--- src/rtl/sram_line_fetcher.sv ---
// rtl/sram_line_fetcher.sv - burst SRAM reader feeding a show-ahead FIFO for the VGA pipeline
module sram_line_fetcher #(
    parameter int ADDR_W     = 20,
    parameter int DATA_W     = 32,
    parameter int CNT_W      = 8,
    parameter int DEPTH      = 16,
    parameter int GAP_CYCLES = 1,
    localparam int LVL_W     = $clog2(DEPTH) + 1
) (
    input  logic              clk,
    input  logic              rst_n,
    input  logic              start,
    input  logic [ADDR_W-1:0] base_addr,
    input  logic [CNT_W-1:0]  count,
    input  logic              flush,
    output logic              busy,
    output logic [ADDR_W-1:0] req_address,
    output logic              req_oe_n,
    output logic              req_we_n,
    output logic              req_den,
    input  logic              sram_done,
    input  logic [DATA_W-1:0] sram_din,
    output logic              out_valid,
    output logic [DATA_W-1:0] out_data,
    input  logic              out_ready,
    output logic [LVL_W-1:0]  fifo_level
);

    localparam int PTR_W    = $clog2(DEPTH);
    localparam int GAP_W    = (GAP_CYCLES > 1) ? $clog2(GAP_CYCLES) : 1;
    localparam int GAP_LOAD = (GAP_CYCLES > 0) ? GAP_CYCLES - 1 : 0;

    localparam logic [2:0] S_IDLE  = 3'd0;
    localparam logic [2:0] S_REQ   = 3'd1;
    localparam logic [2:0] S_GAP   = 3'd2;
    localparam logic [2:0] S_WAIT  = 3'd3;
    localparam logic [2:0] S_FLUSH = 3'd4;

    logic [2:0]        r_state;
    logic [ADDR_W-1:0] r_addr;
    logic [CNT_W-1:0]  r_remaining;
    logic [GAP_W-1:0]  r_gap_cnt;
    logic [PTR_W-1:0]  r_wr_ptr;
    logic [PTR_W-1:0]  r_rd_ptr;
    logic [LVL_W-1:0]  r_level;
    logic [DATA_W-1:0] r_mem [DEPTH];

    logic              w_push;
    logic              w_pop;
    logic              w_accept;
    logic              w_space;
    logic [LVL_W-1:0]  w_level_nxt;
    logic [2:0]        w_state_nxt;

    assign w_push   = (r_state == S_REQ) && sram_done && !flush;
    assign w_pop    = (r_level != '0) && out_ready && !flush;
    assign w_accept = (r_state == S_IDLE) && start && (count != '0) && !flush;

    always_comb begin
        w_level_nxt = r_level;
        if (flush)
            w_level_nxt = '0;
        else
            w_level_nxt = r_level + LVL_W'(w_push) - LVL_W'(w_pop);
    end

    // Space is judged on the post-edge level so a REQ entry can never overflow.
    assign w_space = (w_level_nxt < LVL_W'(DEPTH));

    always_comb begin
        w_state_nxt = r_state;
        case (r_state)
            S_IDLE: begin
                if (start && (count != '0))
                    w_state_nxt = w_space ? S_REQ : S_WAIT;
            end
            S_REQ: begin
                if (sram_done) begin
                    if (r_remaining == CNT_W'(1))
                        w_state_nxt = S_IDLE;
                    else if (GAP_CYCLES > 0)
                        w_state_nxt = S_GAP;
                    else
                        w_state_nxt = w_space ? S_REQ : S_WAIT;
                end
            end
            S_GAP: begin
                if (r_gap_cnt == '0)
                    w_state_nxt = w_space ? S_REQ : S_WAIT;
            end
            S_WAIT: begin
                if (w_space)
                    w_state_nxt = S_REQ;
            end
            S_FLUSH: w_state_nxt = S_IDLE;
            default: w_state_nxt = S_IDLE;
        endcase
        if (flush)
            w_state_nxt = S_FLUSH;
    end

    always_ff @(posedge clk or negedge rst_n) begin
        if (!rst_n) begin
            r_state     <= S_IDLE;
            r_addr      <= '0;
            r_remaining <= '0;
            r_gap_cnt   <= '0;
            r_wr_ptr    <= '0;
            r_rd_ptr    <= '0;
            r_level     <= '0;
        end else begin
            r_state <= w_state_nxt;
            r_level <= w_level_nxt;
            if (flush) begin
                r_wr_ptr <= '0;
                r_rd_ptr <= '0;
            end else begin
                if (w_push)
                    r_wr_ptr <= r_wr_ptr + PTR_W'(1);
                if (w_pop)
                    r_rd_ptr <= r_rd_ptr + PTR_W'(1);
            end
            if (w_accept) begin
                r_addr      <= base_addr;
                r_remaining <= count;
            end else if (w_push) begin
                r_addr      <= r_addr + ADDR_W'(1);
                r_remaining <= r_remaining - CNT_W'(1);
            end
            if (w_push)
                r_gap_cnt <= GAP_W'(GAP_LOAD);
            else if ((r_state == S_GAP) && (r_gap_cnt != '0))
                r_gap_cnt <= r_gap_cnt - GAP_W'(1);
        end
    end

    always_ff @(posedge clk) begin
        if (w_push)
            r_mem[r_wr_ptr] <= sram_din;
    end

    // Request drops in the grant cycle itself so the arbiter never sees a second request.
    assign req_oe_n    = !((r_state == S_REQ) && !sram_done);
    assign req_address = r_addr;
    assign req_we_n    = 1'b1;
    assign req_den     = 1'b0;
    assign busy        = (r_state != S_IDLE);
    assign out_valid   = (r_level != '0);
    assign out_data    = (r_level != '0) ? r_mem[r_rd_ptr] : '0;
    assign fifo_level  = r_level;

endmodule

--- config.mk ---
export PLATFORM = sky130hd
export DESIGN_NAME = sram_line_fetcher
export DESIGN_NICKNAME = d
export VERILOG_FILES = /design/src/rtl/sram_line_fetcher.sv
export SDC_FILE = /design/constraint.sdc
export NUM_CORES = 1
export LEC_CHECK = 0
export BUFFER_PORTS_ARGS = -buffer_cell sky130_fd_sc_hd__buf_2
export CORE_MARGIN = 2
export CORE_UTILIZATION = 45
export CTS_CLUSTER_SIZE = 10
export DETAILED_ROUTE_END_ITERATION = 8
export GPL_ROUTABILITY_DRIVEN = 0
export SYNTH_ARGS = -nofsm -noshare
export SYNTH_HDL_FRONTEND = slang
export SYNTH_SLANG_ARGS = --single-unit
export TNS_END_PERCENT = 100
--- constraint.sdc ---
create_clock -name clk -period 4.35 [get_ports clk]
set_input_delay 0.6525 -clock clk [delete_from_list [all_inputs] [get_ports clk]]
set_output_delay 0.6525 -clock clk [all_outputs]
set_load 0.02 [all_outputs]
Yosys cells after proc, flatten, opt, wreduce, memory -nomap -nowiden

Memory sizes are Yosys's and may differ from the RTL's.
Cells that the tools add are included.

Flip-flop bits (word level): 45
Memory bits (writable): 512
Memories: 1
Output and inout bits: 62
Logic and storage cells: 68

Memory list:

| memory | words | width | rd ports | clocked after Yosys merged registers in | wr ports | line | source |
|---|---|---|---|---|---|---|---|
| r_mem  | 16    | 32    | 1        | 0                                       | 1        | 46   | `logic [DATA_W-1:0] r_mem [DEPTH];` |

Equality and inequality tests: 8
Reduce and logical (&&, ||, !) cells: 22
Add/subtract/negate cells: 7
Mux-type cells: 22
Order comparisons: 1

Operators by type and width:

| cell                                                                | count |
|---|---|
| 20-bit two-way mux                                                  | 2 |
| 32-bit two-way mux                                                  | 1 |
| 20-bit by 1-bit adder with 20-bit output (second input constant)    | 1 |
| 4-bit two-way mux                                                   | 4 |
| 8-bit two-way mux                                                   | 2 |
| 3-bit two-way mux                                                   | 5 |
| 3-bit case mux with 4 select lines                                  | 1 |
| 1-bit logical AND                                                   | 10 |
| 3-bit != test (second input constant)                               | 3 |
| 4-bit by 1-bit adder with 4-bit output (second input constant)      | 2 |
| 8-bit by 1-bit == test with 1-bit output (second input constant)    | 1 |
| 2-bit nonzero test                                                  | 4 |
| 8-bit nonzero test                                                  | 1 |
| 8-bit by 1-bit subtractor with 8-bit output (second input constant) | 1 |
| 3-bit by 2-bit == test with 1-bit output (second input constant)    | 2 |
| 5-bit by 1-bit adder with 5-bit output                              | 1 |
| 5-bit less-than comparator (second input constant)                  | 1 |
| 5-bit two-way mux                                                   | 1 |
| 5-bit nonzero test                                                  | 1 |
| 5-bit by 1-bit subtractor with 5-bit output                         | 1 |
| 1-bit two-way mux                                                   | 4 |
| 2-bit two-way mux                                                   | 2 |
| 4-bit AND reduction                                                 | 1 |
| 3-bit by 1-bit == test with 1-bit output (second input constant)    | 1 |
| 5 further kinds                                                     | 7 |

Logic depth before layout (Yosys ltp)

Gate-level depths: netlist of the first run.

Depth after elaboration: 11
Depth in mapped cells: 16
Gate-level depth less buffers: 15

Least setup slack after synthesis of the first run

OpenSTA, ideal clock, no wires.

Kind: reg2reg
From: register r_level[3], in the netlist fifo_level[3]
To: register r_state[1]
Path slack: 1035 ps
Cell stages (with the launch flop): 17
Data arrival time: 3180 ps
Setup time: 135 ps
Period minus slack after synthesis: 3315 ps
Cell sequence: dfrtp_1 -> inv_1 -> ha_1 -> or4b_2 -> clkbuf_1 -> nand2_1 -> nor2_1 -> ha_1 -> inv_1 -> ha_1 -> inv_1 -> fa_1 -> nand2b_1 -> a21oi_1 -> nor2_1 -> mux2i_1 -> a21oi_1

Word-level cells in the longest chain between the ends: 10
Elaborated cells between the ends (all ways): 14
Those cells by class: add/sub: 2; order compare: 1; eq/ne: 1; mux: 6; reduce/logical: 4

RTL lines:

| item                                          | line   | source |
|---|---|---|
| start: declaration                            | 45     | `logic [LVL_W-1:0] r_level;` |
| start signal: assignment                      | 113    | `r_level <= w_level_nxt;` |
| 5-bit nonzero test *                          | n/a    |  |
| net out_valid                                 | 23     | `output logic out_valid,` |
| 1-bit logical AND * (2 in a row)              | 56     | `assign w_pop = (r_level != '0) && out_ready && !flush;` |
| 5-bit by 1-bit subtractor with 5-bit output * | 64     | `w_level_nxt = r_level + LVL_W'(w_push) - LVL_W'(w_pop);` |
| 5-bit two-way mux *                           | 61     | `if (flush)` |
| 5-bit less-than comparator *                  | 68     | `assign w_space = (w_level_nxt < LVL_W'(DEPTH));` |
| 2-bit two-way mux                             | 75, 89 |  |
| 3-bit two-way mux (on tied branches)          | 88, 74 |  |
| 3-bit case mux with 4 select lines            | 72     | `case (r_state)` |
| 3-bit two-way mux                             | 98     | `if (flush)` |
| end signal: assignment                        | 112    | `r_state <= w_state_nxt;` |
| end: declaration                              | 39     | `logic [2:0] r_state;` |

The timed path passes the listed nets; every way through them passes the cells marked *. The select of a mux whose other input is x is not followed.
A chain may end at the register's enable or synchronous reset.

Worst setup path after layout of the first run

From: register r_level[3], in the netlist fifo_level[3]
To: output out_data[29]

Word-level cells in the longest chain between the ends: 2

RTL lines:

| item               | line | source |
|---|---|---|
| 5-bit nonzero test | 149  | `assign out_data = (r_level != '0) ? r_mem[r_rd_ptr] : '0;` |
| 32-bit two-way mux | 149  |  |
| end: declaration   | 24   | `output logic [DATA_W-1:0] out_data,` |

Every way passes these cells.

==> metrics.txt, run 1 <==
Setup CP Type flip-flop to output port; sequential fraction of the synthesis area 74.6%; setup_tns 0 ps; YS warnings 0; WL/cell between 20 and 25 µm; critical path launch point fifo_level[3]$_DFF_PN0_; Clock Skews around 11 ps; Setup Viol. Count Final 0; Slew Limit Fails 0; Cell Chain, Critical Path inv_1 > ha_1 > or4b_2 > nand2_2 > o22ai_1 > buf_2; post-DP HPWL between 20,000 and 30,000 µm; CORE AREA between 40,000 and 50,000 µm²; share of cells above drive strength 1 roughly 30%; Clock Latency Late Sink 570 ps; Reg clk slew, reported paths roughly 50 ps; CTS tree yes; CP required about 3700 ps; slowest stage delay, CP 800 ps; CTS sink cnt approximately 560; DR iter-0 viols between 800 and 900; initial antenna violation count 3; most frequent cells in the layout 512 x edfxtp_1, 128 x mux4_2, 125 x buf_2; WP data arrival roughly 3300 ps; Area Growth Syn to Fin 15.9%; grt ovf 0; async set-or-reset flop fraction in the synthesized netlist slightly above 8%; DR vias 11.0k; worst reg2reg startpoint fifo_level[3]$_DFF_PN0_; Fillers a little under 4k; CTS max path bufs 3; ranking of synthesized cells by area edfxtp_1 69%, mux4_2 13%, dfrtp_1 5.1%; Synth area leader edfxtp_1; post-route minimum period 3940 ps; Worst Path Max Fanout 32; Largest delay share family, worst path simple AND/OR/NAND/NOR gates; Post CTS Setup Buffer Count 0; Starting Density 45.4%; PwrDens roughly 550 nW/µm²; FMAX between 200 and 300 MHz; CP Launch Type flip-flop; post-route cell area roughly 26,000 µm²; Post-synth EDFFs around 510; htree depth 3; cts bufs inserted between 60 and 70; DRT Pass-1 Iters 5; DRT Wirelength ~47,000 µm; maximum capacitance violations 0; die height between 200 and 250 µm; first-pass GRT wire length 71,200 µm; ys flop type edfxtp_1; Avg Inst Size Synth roughly 20 µm²; Syn Std Cell Area approximately 22,000 µm²; # diodes 0; I/O pin count 128; Final Hold Violating Endpoints 0; DIE AREA just over 50,000 µm²; drt via density between 5 and 6; Placed Instance Area ~24,000 µm²; pin count of the biggest net entering global routing 46; row cnt 81; # hold bufs at CTS 0; antenna-violating nets left 0; vias in the first global route 11.6k; FF+latch count, synth approximately 560; Max rail drop VDD about 0.00034 V; RSZ-0062 raised after global routing no; Post-Synthesis Cells roughly 1.1k; final period utilization a little over 90%; CP endpoint kind output port; count of cell types in the netlist a little over 50; # DRC 0; Post-Syn Nets about 1.2k; CP bufs+invs 2; Total GRT Usage around a fifth; Worst Tran Pin Value between 1000 and 1500 ps; post-CTS sizing 0; crit path max-delay cell type nand2_2; area share of the largest cell type after synthesis a little over two thirds; Slew HR between 30 and 40%; Die X approximately 230 µm; Hold WC Path Type primary input to asynchronous set/reset pin; final net count between 1k and 1.5k; port bufs approximately 130; final core occ between 50% and 60%; status completed; CTS Root Cell clkbuf_16; Leakage 0.00826 µW; commonest non-fill, non-tap cell in the layout edfxtp_1
## power by group
group / total, µW / switching [µW] / internal, µW
registers: 6260 / 251 / 6010
clock network: 4940 / 1960 / 2980
logic: 2890 / 1580 / 1300
## cell type report
class | instances | area, µm² | area share (%)
Tap cell | 664 | 831 | 3.24
Clock buffer | 88 | 1880 | 7.35
Inverter | 15 | 58.8 | 0.229
Sequential cell | 557 | 16500 | 64.4
Timing Repair Buffer | 159 | 1030 | 4.02
Clock inverter | 3 | 13.8 | 0.0537
Multi-Input combinational cell | 472 | 5310 | 20.7
## stage by stage
stage / power, µW / cells / hold WS [ps] / setup WS [ps]
after CTS: 14300 / 1958 / 266 / 342
after global routing: 14700 / 1958 / 292 / 268
final: 14100 / 1958 / 268 / 411
after global placement: 9300 / 1867 / 496 / 966
after floorplan: 8380 / 1105 / 357 / 1030
after detailed placement: 9300 / 1867 / 495 / 956
## cell families (layout without fill, tap and decap cells)
kind of cell | after synthesis | in the layout | synth area share (%)
AO/OA/AOI/OAI | 97 | 97 | 2.87
XOR/XNOR | 15 | 15 | 0.594
adder cells (fa/ha/maj) | 15 | 15 | 0.882
buffers and inverters | 76 | 265 | 1.54
flip-flops | 557 | 557 | 74.6
multiplexers | 194 | 194 | 16.0
other | 2 | 2 | 0.0339
AND/OR/NAND/NOR | 149 | 149 | 3.48
## worst register-to-register path, delay by kind of cell, from the launching register on
kind	cells	cell delay, ps
and+or+nand+nor	5	1210
adders and majority gates	4	970
DFF	1	400
AOI/OAI and AO/OA	2	220
buffers and inverters	3	210
muxes	1	150
## state kept, by name (all words and copies together), names as in the netlist
register	count
r_rd_ptr	4
req_address	20
r_mem	512
r_wr_ptr	4
r_gap_cnt	1
r_remaining	8
fifo_level	5
r_state	3
## routing by layer
metal / routed length [µm] / GRT usage, %
met4: 1070 / 6.26
met2: 22500 / 30.1
met1: 21100 / 26.9
met3: 2550 / 3.76
met5: 42 / 0
## final timing paths
check	end	slack [ps]	cells after the start
max	out_data[29]	410	6
min	req_address[17]$_DFFE_PN0P_	270	1
max reg2reg	r_state[1]$_DFFE_PN0P_	1080	15
min reg2reg	r_remaining[6]$_DFFE_PN0P_	510	1
max in group asynchronous	r_rd_ptr[3]$_DFFE_PN0P_	3320	1
min in group clk	req_address[15]$_DFFE_PN0P_	290	3
## cells in the mapped netlist (10+ instances only)
library cell  instances
and2_1               10
inv_1                14
mux2i_1              66
clkbuf_1             25
nand2_1              41
xor2_1               11
dfrtp_1              45
buf_2                25
nand3_1              17
o22ai_1              32
a21oi_1              11
edfxtp_1            512
mux4_2              128
o21ai_0              22
ha_1                 14
nor2_1               32
No activity file was read; power rests on OpenSTA's default activity.
==> run 2, diff against run 1 <==
CORE_UTILIZATION = 60   (was 45)
PLACE_DENSITY = 0.79   (was unset)
==> metrics.txt, run 2 (same netlist as run 1, synthesis figures left out) <==
row cnt 70 (was 81); # hold bufs at CTS 0 (unchanged); CP bufs+invs 3 (was 2); Setup CP Type flip-flop to output port (unchanged); Clock Skews 19.5 ps (was 10.7 ps); Max rail drop VDD 0.000405 V (was 0.000339 V); Post CTS Setup Buffer Count 0 (unchanged); Total GRT Usage 25.3% (was 19.1%); DRT Pass-1 Iters 5 (unchanged); most frequent cells in the layout 512 x edfxtp_1, 128 x mux4_2, 125 x buf_2 (unchanged); post-DP HPWL 25,300 µm (was 27,200 µm); FMAX 269 MHz (was 254 MHz); Worst Tran Pin Value 1020 ps (was 1030 ps); Largest delay share family, worst path simple AND/OR/NAND/NOR gates (unchanged); vias in the first global route 12.0k (was 11.6k); post-route cell area 25,100 µm² (was 25,600 µm²); RSZ-0062 raised after global routing no (unchanged); final core occ 69.0% (was 52.6%); max FFs per register 512 (unchanged); drt via density 6.50 (was 5.62); post-route minimum period 3710 ps (was 3940 ps); CTS Root Cell clkbuf_16 (unchanged); Leakage 0.00814 µW (was 0.00826 µW); Die X 196 µm (was 226 µm); final net count 1,345 (was 1,352); Placed Instance Area 23,400 µm² (was 23,700 µm²); htree depth 3 (unchanged); Worst Path Max Fanout 27 (was 32); Starting Density 60.7% (was 45.4%); final period utilization 85.4% (was 90.6%); PwrDens 549 nW/µm² (about the same); status completed (unchanged); DIE AREA 38,400 µm² (was 51,000 µm²); Max Used Layer met4 (was met5); routed wl met2 23,600 µm (was 22,500 µm); DRT Wirelength 46,900 µm (was 47,200 µm); first-pass GRT wire length 71,600 µm (was 71,200 µm); initial antenna violation count 4 (was 3); setup_tns 0 ps (unchanged); Cell Chain, Critical Path inv_1 > ha_1 > or4b_2 > nand2b_2 > buf_4 > o22ai_1 > buf_2 (was inv_1 > ha_1 > or4b_2 > nand2_2 > o22ai_1 > buf_2); slowest stage delay, CP 670 ps (was 800 ps); share of cells above drive strength 1 29.9% (was 30.3%); Routed met3 length 3600 µm (was 2550 µm); WL met1 18,300 µm (was 21,100 µm); CP required 3700 ps (about the same); antenna-violating nets left 0 (unchanged); Reg clk slew, reported paths 60 ps (was 50 ps); DR vias 11.4k (was 11.0k); post-CTS sizing 0 (unchanged); pin count of the biggest net entering global routing 56 (was 46); Clock Latency Late Sink 560 ps (was 570 ps); Setup Viol. Count Final 0 (unchanged); # DRC 0 (unchanged); CP Launch Type flip-flop (unchanged); DR iter-0 viols 870 (was 890); CP endpoint kind output port (unchanged); Slew Limit Fails 0 (unchanged); die height 196 µm (was 226 µm); grt ovf 0 (unchanged); CTS max path bufs 3 (unchanged); Final Hold Violating Endpoints 0 (unchanged); CORE AREA 36,400 µm² (was 48,700 µm²); CTS tree yes (unchanged); largest reg by FF count r_mem (unchanged); reg2reg setup slack 1080 ps (about the same); CTS sink cnt 557 (unchanged); Pwr Total 13,800 µW (was 14,100 µW); maximum capacitance violations 0 (unchanged); crit path max-delay cell type or4b_2 (was nand2_2); WP data arrival 3060 ps (was 3290 ps); Slew HR 32.0% (was 30.9%); Area Growth Syn to Fin 13.6% (was 15.9%); cts bufs inserted 66 (unchanged); WL/cell 26.8 µm (was 24.1 µm); port bufs 125 (unchanged); Hold WC Path Type primary input to asynchronous set/reset pin (unchanged); commonest non-fill, non-tap cell in the layout edfxtp_1 (unchanged); I/O pin count 128 (unchanged)
run 2: worst paths after layout:
check	from	to	depth (start not counted)
worst max-delay path	fifo_level[3]$_DFF_PN0_	out_data[8]	7
worst min-delay path	rst_n	req_address[19]$_DFFE_PN0P_	1
worst max register to register	fifo_level[3]$_DFF_PN0_	r_state[1]$_DFFE_PN0P_	15
worst min register to register	r_gap_cnt$_DFFE_PN0P_	r_gap_cnt$_DFFE_PN0P_	1
max in group asynchronous	rst_n	r_rd_ptr[1]$_DFFE_PN0P_	1
min in group clk	base_addr[15]	req_address[15]$_DFFE_PN0P_	3
run 2: per-stage QoR:
step	setup slack [ps]	std cells	hold WS (ps)
6_report	637	1747	281
5_1_grt	478	1746	316
4_1_cts	600	1744	286
3_5_place_dp	920	1664	495
3_3_place_gp	993	1664	493
2_1_floorplan	1030	1105	357
run 2: where the power goes:
part	switching (µW)	leakage (µW)	total (µW)	internal, µW
registers	263	0.00517	6270	6010
clock network	1920	0.000857	4660	2740
logic	1570	0.00211	2870	1300
run 2: cell type report:
type / instances / area, µm²
sequential: 557 / 16500
fill: 2222 / 11300
multi-input combinational: 472 / 5310
clock buffer: 75 / 1710
timing repair buffer: 152 / 928
tap: 468 / 586
inverter: 15 / 58.8
clock inverter: 5 / 40.0
antenna: 3 / 7.51
run 2: worst reg2reg max path, cell delays in order, from the launching register on:
cell and delay, ps:
dfrtp_1 390, inv_1 80, ha_1 140, or4b_2 670
nand2_1 190, nor2_1 70, ha_1 280, inv_1 60
ha_1 160, inv_1 70, fa_1 420, nand2b_1 160
a21oi_1 140, nor2_1 80, mux2i_1 140, a21oi_1 80
run 2: routing by layer:
metal | global-route usage (%) | vias up
met4 | 10.0 | 0
met3 | 5.52 | 103
li1 | - | 4837
met2 | 41.5 | 552
met5 | 0 | -
met1 | 33.8 | 5870
==> run 3, diff against run 2 <==
CORE_UTILIZATION = 40   (was 60)
CTS_CLUSTER_SIZE = unset   (was 10)
PLACE_DENSITY = unset   (was 0.79)
==> metrics.txt, run 3 (same netlist as run 1, synthesis figures left out) <==
status completed (unchanged); Switching Fraction 28.0% (was 27.2%); CTS max path bufs 3 (unchanged); grt ovf 0 (unchanged); Cell Chain, Critical Path inv_1 > ha_1 > or4b_2 > nand2b_2 > buf_4 > o22ai_1 > buf_2 (unchanged); WP data arrival 3270 ps (was 3060 ps); Net Sw Power 3920 µW (was 3750 µW); CTS tree yes (unchanged); Slew Limit Fails 0 (unchanged); post-CTS sizing 0 (unchanged); Die X 239 µm (was 196 µm); htree depth 2 (was 3); RSZ-0062 raised after global routing no (unchanged); Internal 10,100 µW (about the same); Pwr Total 14,000 µW (was 13,800 µW); port bufs 125 (unchanged); Final Hold Violating Endpoints 0 (unchanged); Layout Cells excl Fill 2,016 (was 1,747); Starting Density 40.3% (was 60.7%); most frequent cells in the layout 512 x edfxtp_1, 128 x mux4_2, 125 x buf_2 (unchanged); final net count 1,343 (was 1,345); FMAX 255 MHz (was 269 MHz); Area Growth Syn to Fin 16.0% (was 13.6%); maximum capacitance violations 0 (unchanged); slowest stage delay, CP 690 ps (was 670 ps); Reg clk slew, reported paths 60 ps (about the same); # DRC 0 (unchanged); Worst Tran Pin Value 1120 ps (was 1020 ps); drt via density 5.44 (was 6.50); max FFs per register 512 (unchanged); share of cells above drive strength 1 30.8% (was 29.9%); Post CTS Setup Buffer Count 0 (unchanged); # hold bufs at CTS 0 (unchanged); Comb power frac 20.6% (was 20.8%); CTS Root Cell clkbuf_16 (unchanged); post-route minimum period 3920 ps (was 3710 ps); Total GRT Usage 16.8% (was 25.3%); PwrDens 546 nW/µm² (was 549 nW/µm²); DRT Wirelength 47,000 µm (was 46,900 µm); CP Launch Type flip-flop (unchanged); Placed Instance Area 23,800 µm² (was 23,400 µm²); WL/cell 23.3 µm (was 26.8 µm); DRT Pass-1 Iters 5 (unchanged); Worst Path Max Fanout 22 (was 27); register area 16,500 µm² (unchanged); area of the multi-input gates 5310 µm² (about the same); setup_tns 0 ps (unchanged); Setup CP Type flip-flop to output port (unchanged); antenna-violating nets left 0 (unchanged); DR vias 11.0k (was 11.4k); DR iter-0 viols 799 (was 870); commonest non-fill, non-tap cell in the layout edfxtp_1 (unchanged); die height 239 µm (was 196 µm); Clock Latency Late Sink 610 ps (was 560 ps); pin count of the biggest net entering global routing 58 (was 56); Max rail drop VDD 0.000380 V (was 0.000405 V); post-route cell area 25,700 µm² (was 25,100 µm²); crit path max-delay cell type or4b_2 (unchanged); row cnt 86 (was 70); CORE AREA 54,900 µm² (was 36,400 µm²); cts bufs inserted 58 (was 66); Setup Viol. Count Final 0 (unchanged); Slew HR 25.5% (was 32.0%); initial antenna violation count 3 (was 4); sequential power share 44.8% (was 45.4%); Fillers 4,630 (was 2,222); Clock Skews 9.46 ps (was 19.5 ps); Hold WC Path Type primary input to asynchronous set/reset pin (unchanged); largest reg by FF count r_mem (unchanged); DIE AREA 57,200 µm² (was 38,400 µm²); post-DP HPWL 27,600 µm (was 25,300 µm); placed cells 1,906 (was 1,664); CP required 3700 ps (about the same); Leakage 0.00824 µW (was 0.00814 µW); vias in the first global route 11.5k (was 12.0k); final period utilization 90.1% (was 85.4%); CP endpoint kind output port (unchanged); clock group share of total power 34.5% (was 33.8%); I/O pin count 128 (unchanged); CTS sink cnt 557 (unchanged); first-pass GRT wire length 71,500 µm (was 71,600 µm)
-- run 3: changes by cell type in the layout (fill, tap and decap cells not counted), sizes merged --
cell,change
buf,+6
bufinv,+5
diode,-2
clkinv,+28
inv,-1
clkinvlp,+6
clkbuf,-9
-- run 3: final cells by class --
type                       count  share of cell area (%)
sequential                   557                    64.4
multi-input combinational    472                    20.7
clock buffer                  66                    5.86
timing repair buffer         158                    3.99
tap                          704                    3.43
clock inverter                43                    1.44
inverter                      15                   0.229
antenna                        1                 0.00975
-- run 3: final timing paths --
path	to	startpoint	slack, ps	depth (start not counted)
setup / recovery	out_data[17]	fifo_level[3]$_DFF_PN0_	430	7
hold / removal	req_address[1]$_DFFE_PN0P_	rst_n	220	1
setup reg to reg	r_state[1]$_DFFE_PN0P_	fifo_level[3]$_DFF_PN0_	1070	15
hold reg to reg	r_gap_cnt$_DFFE_PN0P_	r_gap_cnt$_DFFE_PN0P_	520	1
max in group asynchronous	r_rd_ptr[0]$_DFFE_PN0P_	rst_n	3370	1
min in group clk	req_address[15]$_DFFE_PN0P_	base_addr[15]	250	3
-- run 3: power by group through the flow --
stage	registers [µW]	logic (µW)	clock network (µW)
final	6270	2890	4830
after floorplan	6370	2010	0
after global placement	6380	2930	0
after CTS	6270	2950	4960
after detailed placement	6380	2950	0
after global routing	6310	3140	5180
-- run 3: per-stage QoR --
stage	hold slack (ps)	setup slack (ps)	util, %
detailed placement	502	924	43.3
finish	223	430	46.8
floorplan	357	1030	-
global route	224	256	46.8
global placement	498	955	43.3
CTS	215	378	46.8
-- run 3: worst max-delay path: cells and delay by family (launching register included) --
kind / cells / cell delay (ps)
adder cells (fa/ha/maj): 1 / 130
flip-flops: 1 / 400
AND/OR/NAND/NOR: 2 / 1310
buffers and inverters: 3 / 650
AO/OA/AOI/OAI: 1 / 160
-- run 3: metal layers --
metal	vias up	wire [µm]	share of wire (%)	GRT usage, %
met4	4	863	1.8	4.03
met2	306	22600	48	26.9
met5	-	21	0.045	0
met3	66	2910	6.2	3.80
li1	4881	-	-	-
met1	5710	20600	44	23.5
